## config.mk

```make
export PLATFORM = sky130hd
export DESIGN_NAME = uart_rx_fifo
export DESIGN_NICKNAME = d
export VERILOG_FILES = /design/src/rtl/s100_uart_pkg.sv /design/src/rtl/sync_fifo.sv /design/src/rtl/uart_rx_fifo.sv
export SDC_FILE = /design/constraint.sdc
export NUM_CORES = 1
export LEC_CHECK = 0
export ABC_AREA = 0
export CORE_ASPECT_RATIO = 1.2
export CORE_UTILIZATION = 45
export CTS_CLUSTER_DIAMETER = 40
export DETAILED_ROUTE_END_ITERATION = 7
export PLACE_DENSITY = 0.74
export SYNTH_ARGS = -nofsm -noshare
export SYNTH_HDL_FRONTEND = slang
export SYNTH_SLANG_ARGS = --single-unit
```

## constraint.sdc

```tcl
create_clock -name clk -period 6.1 [get_ports clk]
set_input_delay 0.915 -clock clk [delete_from_list [all_inputs] [get_ports clk]]
set_output_delay 0.915 -clock clk [all_outputs]
set_load 0.005 [all_outputs]
```

## src/rtl/s100_uart_pkg.sv

```systemverilog
// Shared S-100 UART definitions: deframer state encoding, oversampling constants, default baud divider.
package s100_uart_pkg;

    typedef enum logic [2:0] {
        IDLE   = 3'd0,
        START  = 3'd1,
        DATA   = 3'd2,
        PARITY = 3'd3,
        STOP   = 3'd4,
        BREAK  = 3'd5
    } rx_state_t;

    localparam int OVERSAMPLE = 16;
    localparam int MID_SAMPLE = 7;

    // 50 MHz / 16 / 27 is within 0.5% of 115200 baud
    localparam int DEFAULT_CLK_DIV = 27;

endpackage

```

## src/rtl/sync_fifo.sv

```systemverilog
// Generic show-ahead circular FIFO with occupancy count.
// Latency: a push is visible at head_dat/!empty the clk after it is accepted.
// Backpressure: push is dropped when full unless a pop happens in the same cycle; pop ignored when empty.
module sync_fifo #(
    parameter int WIDTH      = 8,
    parameter int DEPTH_LOG2 = 3
) (
    input  logic                  clk,
    input  logic                  reset_n,
    input  logic                  push,
    input  logic [WIDTH-1:0]      push_dat,
    input  logic                  pop,
    output logic [WIDTH-1:0]      head_dat,
    output logic                  full,
    output logic                  empty,
    output logic [DEPTH_LOG2:0]   count
);

    localparam int DEPTH = 1 << DEPTH_LOG2;
    localparam logic [DEPTH_LOG2:0] DEPTH_CNT = (DEPTH_LOG2 + 1)'(DEPTH);

    logic [WIDTH-1:0]      mem [DEPTH];
    logic [DEPTH_LOG2-1:0] rd_ptr;
    logic [DEPTH_LOG2-1:0] wr_ptr;
    logic                  do_pop;
    logic                  do_push;

    assign full     = (count == DEPTH_CNT);
    assign empty    = (count == '0);
    assign do_pop   = pop && !empty;
    // a full FIFO still accepts a push when the head leaves in the same cycle
    assign do_push  = push && (!full || do_pop);
    assign head_dat = mem[rd_ptr];

    always_ff @(posedge clk or negedge reset_n) begin
        if (!reset_n) begin
            for (int i = 0; i < DEPTH; i++) begin
                mem[i] <= '0;
            end
            rd_ptr <= '0;
            wr_ptr <= '0;
            count  <= '0;
        end else begin
            if (do_push) begin
                mem[wr_ptr] <= push_dat;
                wr_ptr      <= wr_ptr + DEPTH_LOG2'(1);
            end
            if (do_pop) begin
                rd_ptr <= rd_ptr + DEPTH_LOG2'(1);
            end
            case ({do_push, do_pop})
                2'b10:   count <= count + (DEPTH_LOG2 + 1)'(1);
                2'b01:   count <= count - (DEPTH_LOG2 + 1)'(1);
                default: count <= count;
            endcase
        end
    end

endmodule

```

## src/rtl/uart_rx_fifo.sv

```systemverilog
// 16x-oversampled 8N1 UART receiver into a show-ahead byte FIFO; 8E1 + parity_err with UART_RX_PARITY_EN.
// Latency: byte appears on data_out with rx_avail one clk after the stop-bit sample.
// Backpressure: none on the line; a byte arriving at a full FIFO is dropped and sets overrun.
module uart_rx_fifo
    import s100_uart_pkg::*;
#(
    parameter int CLK_DIV    = DEFAULT_CLK_DIV,
    parameter int DEPTH_LOG2 = 3
) (
    input  logic                  clk,
    input  logic                  reset_n,
    input  logic                  rx,
    input  logic                  rd,
    input  logic                  clr_err,
    output logic [7:0]            data_out,
    output logic                  rx_avail,
    output logic [DEPTH_LOG2:0]   fill,
    output logic                  overrun,
`ifdef UART_RX_PARITY_EN
    output logic                  parity_err,
`endif
    output logic                  framing_err
);

`ifdef UART_RX_PARITY_EN
    localparam rx_state_t AFTER_DATA = PARITY;
`else
    localparam rx_state_t AFTER_DATA = STOP;
`endif

    logic        rx_meta;
    logic        rxs;
    logic [15:0] tick_cnt;
    logic        tick;
    rx_state_t   state;
    rx_state_t   state_nxt;
    logic [3:0]  scnt;
    logic [2:0]  bit_idx;
    logic [7:0]  shreg;
    logic        samp_end;
    logic        mid_start;
    logic        shift_en;
    logic        push_now;
    logic        fe_set;
    logic        push_vld;
    logic        fifo_full;
    logic        fifo_empty;
    logic        ovr_set;

    // idle-high line: flops reset to 1 so reset release never looks like a start bit
    always_ff @(posedge clk or negedge reset_n) begin
        if (!reset_n) begin
            rx_meta <= 1'b1;
            rxs     <= 1'b1;
        end else begin
            rx_meta <= rx;
            rxs     <= rx_meta;
        end
    end

    assign tick = (tick_cnt == 16'(CLK_DIV - 1));

    always_ff @(posedge clk or negedge reset_n) begin
        if (!reset_n) begin
            tick_cnt <= '0;
        end else begin
            tick_cnt <= tick ? '0 : tick_cnt + 16'd1;
        end
    end

    assign samp_end  = tick && (scnt == 4'(OVERSAMPLE - 1));
    assign mid_start = tick && (scnt == 4'(MID_SAMPLE));

    always_ff @(posedge clk or negedge reset_n) begin
        if (!reset_n) begin
            state <= IDLE;
        end else begin
            state <= state_nxt;
        end
    end

    always_comb begin
        state_nxt = state;
        case (state)
            IDLE:    if (tick && !rxs) state_nxt = START;
            START:   if (mid_start)    state_nxt = rxs ? IDLE : DATA;
            DATA:    if (samp_end && bit_idx == 3'd7) state_nxt = AFTER_DATA;
            PARITY:  if (samp_end)     state_nxt = STOP;
            STOP:    if (samp_end)     state_nxt = rxs ? IDLE : BREAK;
            BREAK:   if (tick && rxs)  state_nxt = IDLE;
            default: state_nxt = IDLE;
        endcase
    end

    always_comb begin
        shift_en = 1'b0;
        push_now = 1'b0;
        fe_set   = 1'b0;
        if (state == DATA && samp_end) begin
            shift_en = 1'b1;
        end
        if (state == STOP && samp_end) begin
            push_now = rxs;
            fe_set   = !rxs;
        end
    end

    // every state change restarts the 16x phase so each state counts from its entry tick
    always_ff @(posedge clk or negedge reset_n) begin
        if (!reset_n) begin
            scnt     <= '0;
            bit_idx  <= '0;
            shreg    <= '0;
            push_vld <= 1'b0;
        end else begin
            if (state_nxt != state) begin
                scnt <= '0;
            end else if (tick) begin
                scnt <= scnt + 4'd1;
            end
            if (state_nxt == DATA && state != DATA) begin
                bit_idx <= '0;
            end else if (shift_en) begin
                bit_idx <= bit_idx + 3'd1;
            end
            if (shift_en) begin
                shreg <= {rxs, shreg[7:1]};
            end
            push_vld <= push_now;
        end
    end

    // shreg holds still until the next DATA state, so it is stable as push data
    sync_fifo #(
        .WIDTH      (8),
        .DEPTH_LOG2 (DEPTH_LOG2)
    ) u_fifo (
        .clk      (clk),
        .reset_n  (reset_n),
        .push     (push_vld),
        .push_dat (shreg),
        .pop      (rd),
        .head_dat (data_out),
        .full     (fifo_full),
        .empty    (fifo_empty),
        .count    (fill)
    );

    assign rx_avail = !fifo_empty;
    assign ovr_set  = push_vld && fifo_full && !rd;

    always_ff @(posedge clk or negedge reset_n) begin
        if (!reset_n) begin
            overrun     <= 1'b0;
            framing_err <= 1'b0;
        end else begin
            if (ovr_set) begin
                overrun <= 1'b1;
            end else if (clr_err) begin
                overrun <= 1'b0;
            end
            if (fe_set) begin
                framing_err <= 1'b1;
            end else if (clr_err) begin
                framing_err <= 1'b0;
            end
        end
    end

`ifdef UART_RX_PARITY_EN
    logic pe_set;

    // even parity: the parity bit must equal the XOR of the data bits
    assign pe_set = (state == PARITY) && samp_end && (rxs != ^shreg);

    always_ff @(posedge clk or negedge reset_n) begin
        if (!reset_n) begin
            parity_err <= 1'b0;
        end else if (pe_set) begin
            parity_err <= 1'b1;
        end else if (clr_err) begin
            parity_err <= 1'b0;
        end
    end
`endif

endmodule

```

Yosys cells after proc, flatten, opt, wreduce, memory -nomap -nowiden
Cells that the tools add are included.
{"block": "totals", "ff_bits": 113, "word_cells": 100}
{"block": "op_classes", "add_sub_neg": 7, "order_cmp": 3, "n_eq_ne": 15, "mux": 27, "bitwise_logic": 2, "reduce_logical": 25}
{"op": "bitwise mux 64 bit", "count": 1}
{"op": "two-way mux 3 bit", "count": 9}
{"op": "binary-select mux 8 bit (select 3 bit)", "count": 1}
{"op": "demux 8 bit (select 3 bit)", "count": 1}
{"op": "two-way mux 8 bit", "count": 3}
{"op": "one-hot mux 3 bit (6 select lines)", "count": 1}
{"op": "adder 16 x 1 -> 16 bit (second input constant)", "count": 1}
{"op": "equality test 16 x 5 -> 1 bit (second input constant)", "count": 1}
{"op": "two-way mux 16 bit", "count": 1}
{"op": "logical AND 1 bit", "count": 13}
{"op": "nonzero test 2 bit", "count": 5}
{"op": "adder 3 x 1 -> 3 bit (second input constant)", "count": 3}
{"op": "equality test 3 x 2 -> 1 bit (second input constant)", "count": 3}
{"op": "equality test 3 bit (second input constant)", "count": 3}
{"op": "adder 4 x 1 -> 4 bit (second input constant)", "count": 2}
{"op": "equality test 4 bit (second input constant)", "count": 2}
{"op": ">= comparator 4 bit (second input constant)", "count": 2}
{"op": "two-way mux 4 bit", "count": 2}
{"op": "inverter 3 -> 4 bit", "count": 2}
{"op": "one-hot mux 4 bit (2 select lines)", "count": 1}
{"op": "two-way mux 1 bit", "count": 6}
{"op": "equality test 4 x 3 -> 1 bit (second input constant)", "count": 1}
{"op": "zero test 1 bit", "count": 4}
{"op": "zero test 4 bit", "count": 1}
{"op": "other kinds (10)", "count": 10}

Depth between registers and ports, before layout
{"block": "depth", "ltp_word": 8, "depth_mapped": 11, "depth_no_buf": 11}

Hierarchy
From an unflattened synthesis, not the netlist that was laid out.
{"block": "unflattened", "cells_unflattened": 400, "hier_area_um2": 5525.3}
{"module": "sync_fifo", "instances": 1, "cells_per_inst": 229, "area_each_um2": 3621.0, "seq_area_each_um2": 1851.8}
{"module": "uart_rx_fifo", "instances": 1, "cells_per_inst": 171, "area_each_um2": 1904.3, "seq_area_each_um2": 978.4}

Worst setup path before layout
No wires, ideal clock.
{"block": "synth_path", "path_type": "reg2out", "start": "reg u_fifo.rd_ptr[0]", "end": "out data_out[0]", "t_arrival_ps": 1673, "setup_slack_ps": 3512, "path_stages_with_launch": 5, "path_buffers": 2, "cell_sequence": "dfrtp_1 -> buf_2 -> buf_2 -> mux4_2 -> mux2_2"}
{"block": "synth_between", "elab_chain_cells": 4}
{"element": "start, declared", "line_no": "sync_fifo.sv:23", "text": "logic [DEPTH_LOG2-1:0] rd_ptr;"}
{"element": "start signal, assigned", "line_no": "sync_fifo.sv:49", "text": "rd_ptr <= rd_ptr + DEPTH_LOG2'(1);"}
{"element": "inverter 3 -> 4 bit (not written as such)", "line_no": "sync_fifo.sv:33", "text": "assign head_dat = mem[rd_ptr];"}
{"element": "binary-select mux 8 bit (select 3 bit)", "line_no": "sync_fifo.sv:33"}
{"element": "two-way mux 8 bit (not written as such) (2 in series)", "line_no": "sync_fifo.sv:33"}
{"element": "end, declared", "line_no": "uart_rx_fifo.sv:15", "text": "output logic [7:0] data_out,"}
No other way between the ends. The select of a mux whose other input is x is not followed.

Worst setup path after layout
{"block": "layout_path", "start": "reg u_fifo.rd_ptr[0]", "end": "out data_out[4]"}
Same word-level chain as after synthesis.

==> results.cfg <==
[clocking]
cts_hold_buf = 0
ctsResizeCount = 0
htree_levels = 4
clk_latency_ps = 410
cts_root_buf = clkbuf_16
cts_setup_buffers = 0
clock_sinks = 113
cts_tree = done
clkTransAtPathRegs_ps = 50
cts_max_path_buffers = 2
numCtsBuffers = 17

[worst_setup_path]
arrival_ps = 2830
critPathKind = register to output pin
regToRegStartpoint = u_fifo.count[0]
reg2regPathDepth = 10
start_kind = register
crit_fanout = 18
cp.required_ps = 5180
rrSetupSlack_ps = 3490
critPathCaptureType = output pin
timing.rr.end = u_fifo.count[3]

[final_layout]
diodes = 0
final_layout_size_suffix_gt1_share_pct = 34.3
nets = 420
fill_cells = 944
syn2layout_area_growth_pct = 16.4
fin_util_pct = 53.8

[floorplan]
die_y_um = 121
ios = 20
fp.dieArea_um2 = 12300
fp.dieW_um = 101
num_rows = 43
core-area_um2 = 11600
initial_core_util_pct = 46.2

[power]
ir_drop_uv = 192
p_per_area_nw_per_um2 = 325
p_leak_uw = 0.00289

[timing]
fmax_mhz = 267
finalCriticalPeriod_ps = 3750
relSlewSlack_pct = 24.9
maxSlewViolCount = 0
hold_violations = 0
setup_tns_ps = 0
fin_skew_ps = 11.3
rsz0062_at_grt = no
setup_viol = 0
tightestPinTransition_ps = 1130
fin_crit_sh_pct = 61.4

[worst_hold_path]
hold_class = register to register
holdPathStages = 0
hp-start = rx_meta
hold_end = rxs

[logic_synthesis]
ys_seq_area_share_pct = 53.0
synth_ff_type = dfrtp_1
synth_top_cells_by_area = dfrtp_1, mux2_2, mux4_2
netlist_area_um2 = 5340
synth_fp_nets = 401
yosys_warnings = 0
synth_top_area_share_pct = 52.0
syn_inst = 385
syn_area_per_cell_um2 = 13.9
synth_top_area_cell = dfrtp_1
async_flop_share_pct = 100
synth_seq_cells = 113
synth_edf_count = 0
synth_cell_types = 50

[job]
drv_cap = 0

[run_status]
outcome = completed

[drt]
routed_wl_um = 9750
drtPass1Iterations = 4
via_count = 3055
antenna_left = 0
vias_per_cell = 5.32
routedWlPerCell_um = 17.0
drt-initial-drc-count = 105
drc = 0

[grt]
grt_pass1_wl_um = 16400
grt-ovfl-total = 0
grt_use_total_pct = 18.1
grt_antenna_before_repair = 0
grt_max_degree = 61
grt_pass1_vias = 3188

[placed_design]
port_buffers = 19
place_hpwl_um = 6220
routabilityCongestion = 0.761
cells in the final DEF (no fill, tap or decap), drive strengths merged, types with 2 or more instances in the layout:
master	count
dfrtp	111
mux2	82
clkbuf	28
nor2	24
clkdlybuf4s50	18
mux4	16
xnor2	14
inv	13
xor2	12
nand2	12
nand3	11
ha	10
nor3	9
nand4	5
o21ai	5
and3	5
mux2i	4
nand2b	3
a21oi	3
clkinv	3
nand4b	3
nor4b	3
nor4bb	2
buf	2
dfstp	2
or3	2
metrics by stage:
step           power [uW]  cells  area (um^2)  worst slack, ps  hold slack [ps]
2_1_floorplan        1010    385         5340             3510              345
3_3_place_gp         1090    542         5640             2750              347
3_5_place_dp         1100    542         5640             2740              350
4_1_cts              2050    574         6220             2290              357
5_1_grt              2110    574         6220             2170              359
6_report             2020    574         6220             2350              356
worst max-delay path: stages, from the launching register on:
cell,delay [ps]
dfrtp_1,1090
mux4_2,600
mux2_2,290
clkdlybuf4s50_1,440
logic make-up after synthesis:
family                     after synthesis  share of synthesized area [%]
AOI/OAI and AO/OA                       17                           2.11
xor gates and xnor gates                26                           4.26
adders and majority gates               11                           2.72
buffers and inverters                   33                           2.83
DFF                                    113                           53.0
muxes                                  102                           25.3
and+or+nand+nor                         83                           9.77
registers in the layout, summed over array words and instances (netlist names):
register and count:
u_fifo.mem 64, tick_cnt 16, shreg 8, scnt 4, u_fifo.count 4, bit_idx 3, state 3, u_fifo.rd_ptr 3
u_fifo.wr_ptr 3, framing_err 1, overrun 1, push_vld 1, rx_meta 1, rxs 1
cell usage after synthesis (all sizes together) (2+ instances only):
cell type	count
a21oi	3
and3	5
buf	14
clkbuf	6
dfrtp	111
dfstp	2
ha	10
inv	13
mux2	82
mux2i	4
mux4	16
nand2	12
nand2b	3
nand3	11
nand4	5
nand4b	3
nor2	24
nor3	9
nor4b	3
nor4bb	2
o21ai	5
or3	2
xnor2	14
xor2	12
final cells by class:
cell class | count | area [um^2] | share of cell area [%]
clock buffer | 28 | 537 | 8.63
clock inverter | 4 | 45.0 | 0.724
inverter | 13 | 56.3 | 0.905
multi-input combinational | 239 | 2360 | 38.0
sequential | 113 | 2830 | 45.5
tap | 157 | 196 | 3.16
timing repair buffer | 20 | 195 | 3.14
power breakdown:
group	switching (uW)	internal (uW)	total (uW)
Sequential	98.7	777	876
Combinational	72.5	130	202
Clock	314	633	947
Total	485	1540	2020
metal layers:
| layer | global-route usage [%] | share of wire [%] | vias up |
|---|---|---|---|
| met5 | 0 | 0 | - |
| met4 | 6.79 | 1.3 | 0 |
| met3 | 5.07 | 2.7 | 12 |
| met2 | 30.3 | 52 | 39 |
| met1 | 22.2 | 44 | 1581 |
| li1 | - | - | 1423 |
worst max-delay path by stage:
stage                     startpoint  cells past startpoint          end
global route        u_fifo.rd_ptr[0]                      3  data_out[7]
detailed placement  u_fifo.rd_ptr[0]                      3  data_out[4]
CTS                 u_fifo.rd_ptr[0]                      3  data_out[4]
global placement    u_fifo.rd_ptr[0]                      3  data_out[4]
finish              u_fifo.rd_ptr[0]                      3  data_out[4]
floorplan           u_fifo.rd_ptr[0]                      4  data_out[0]
Note: power is estimated with default switching activity, not from simulation.
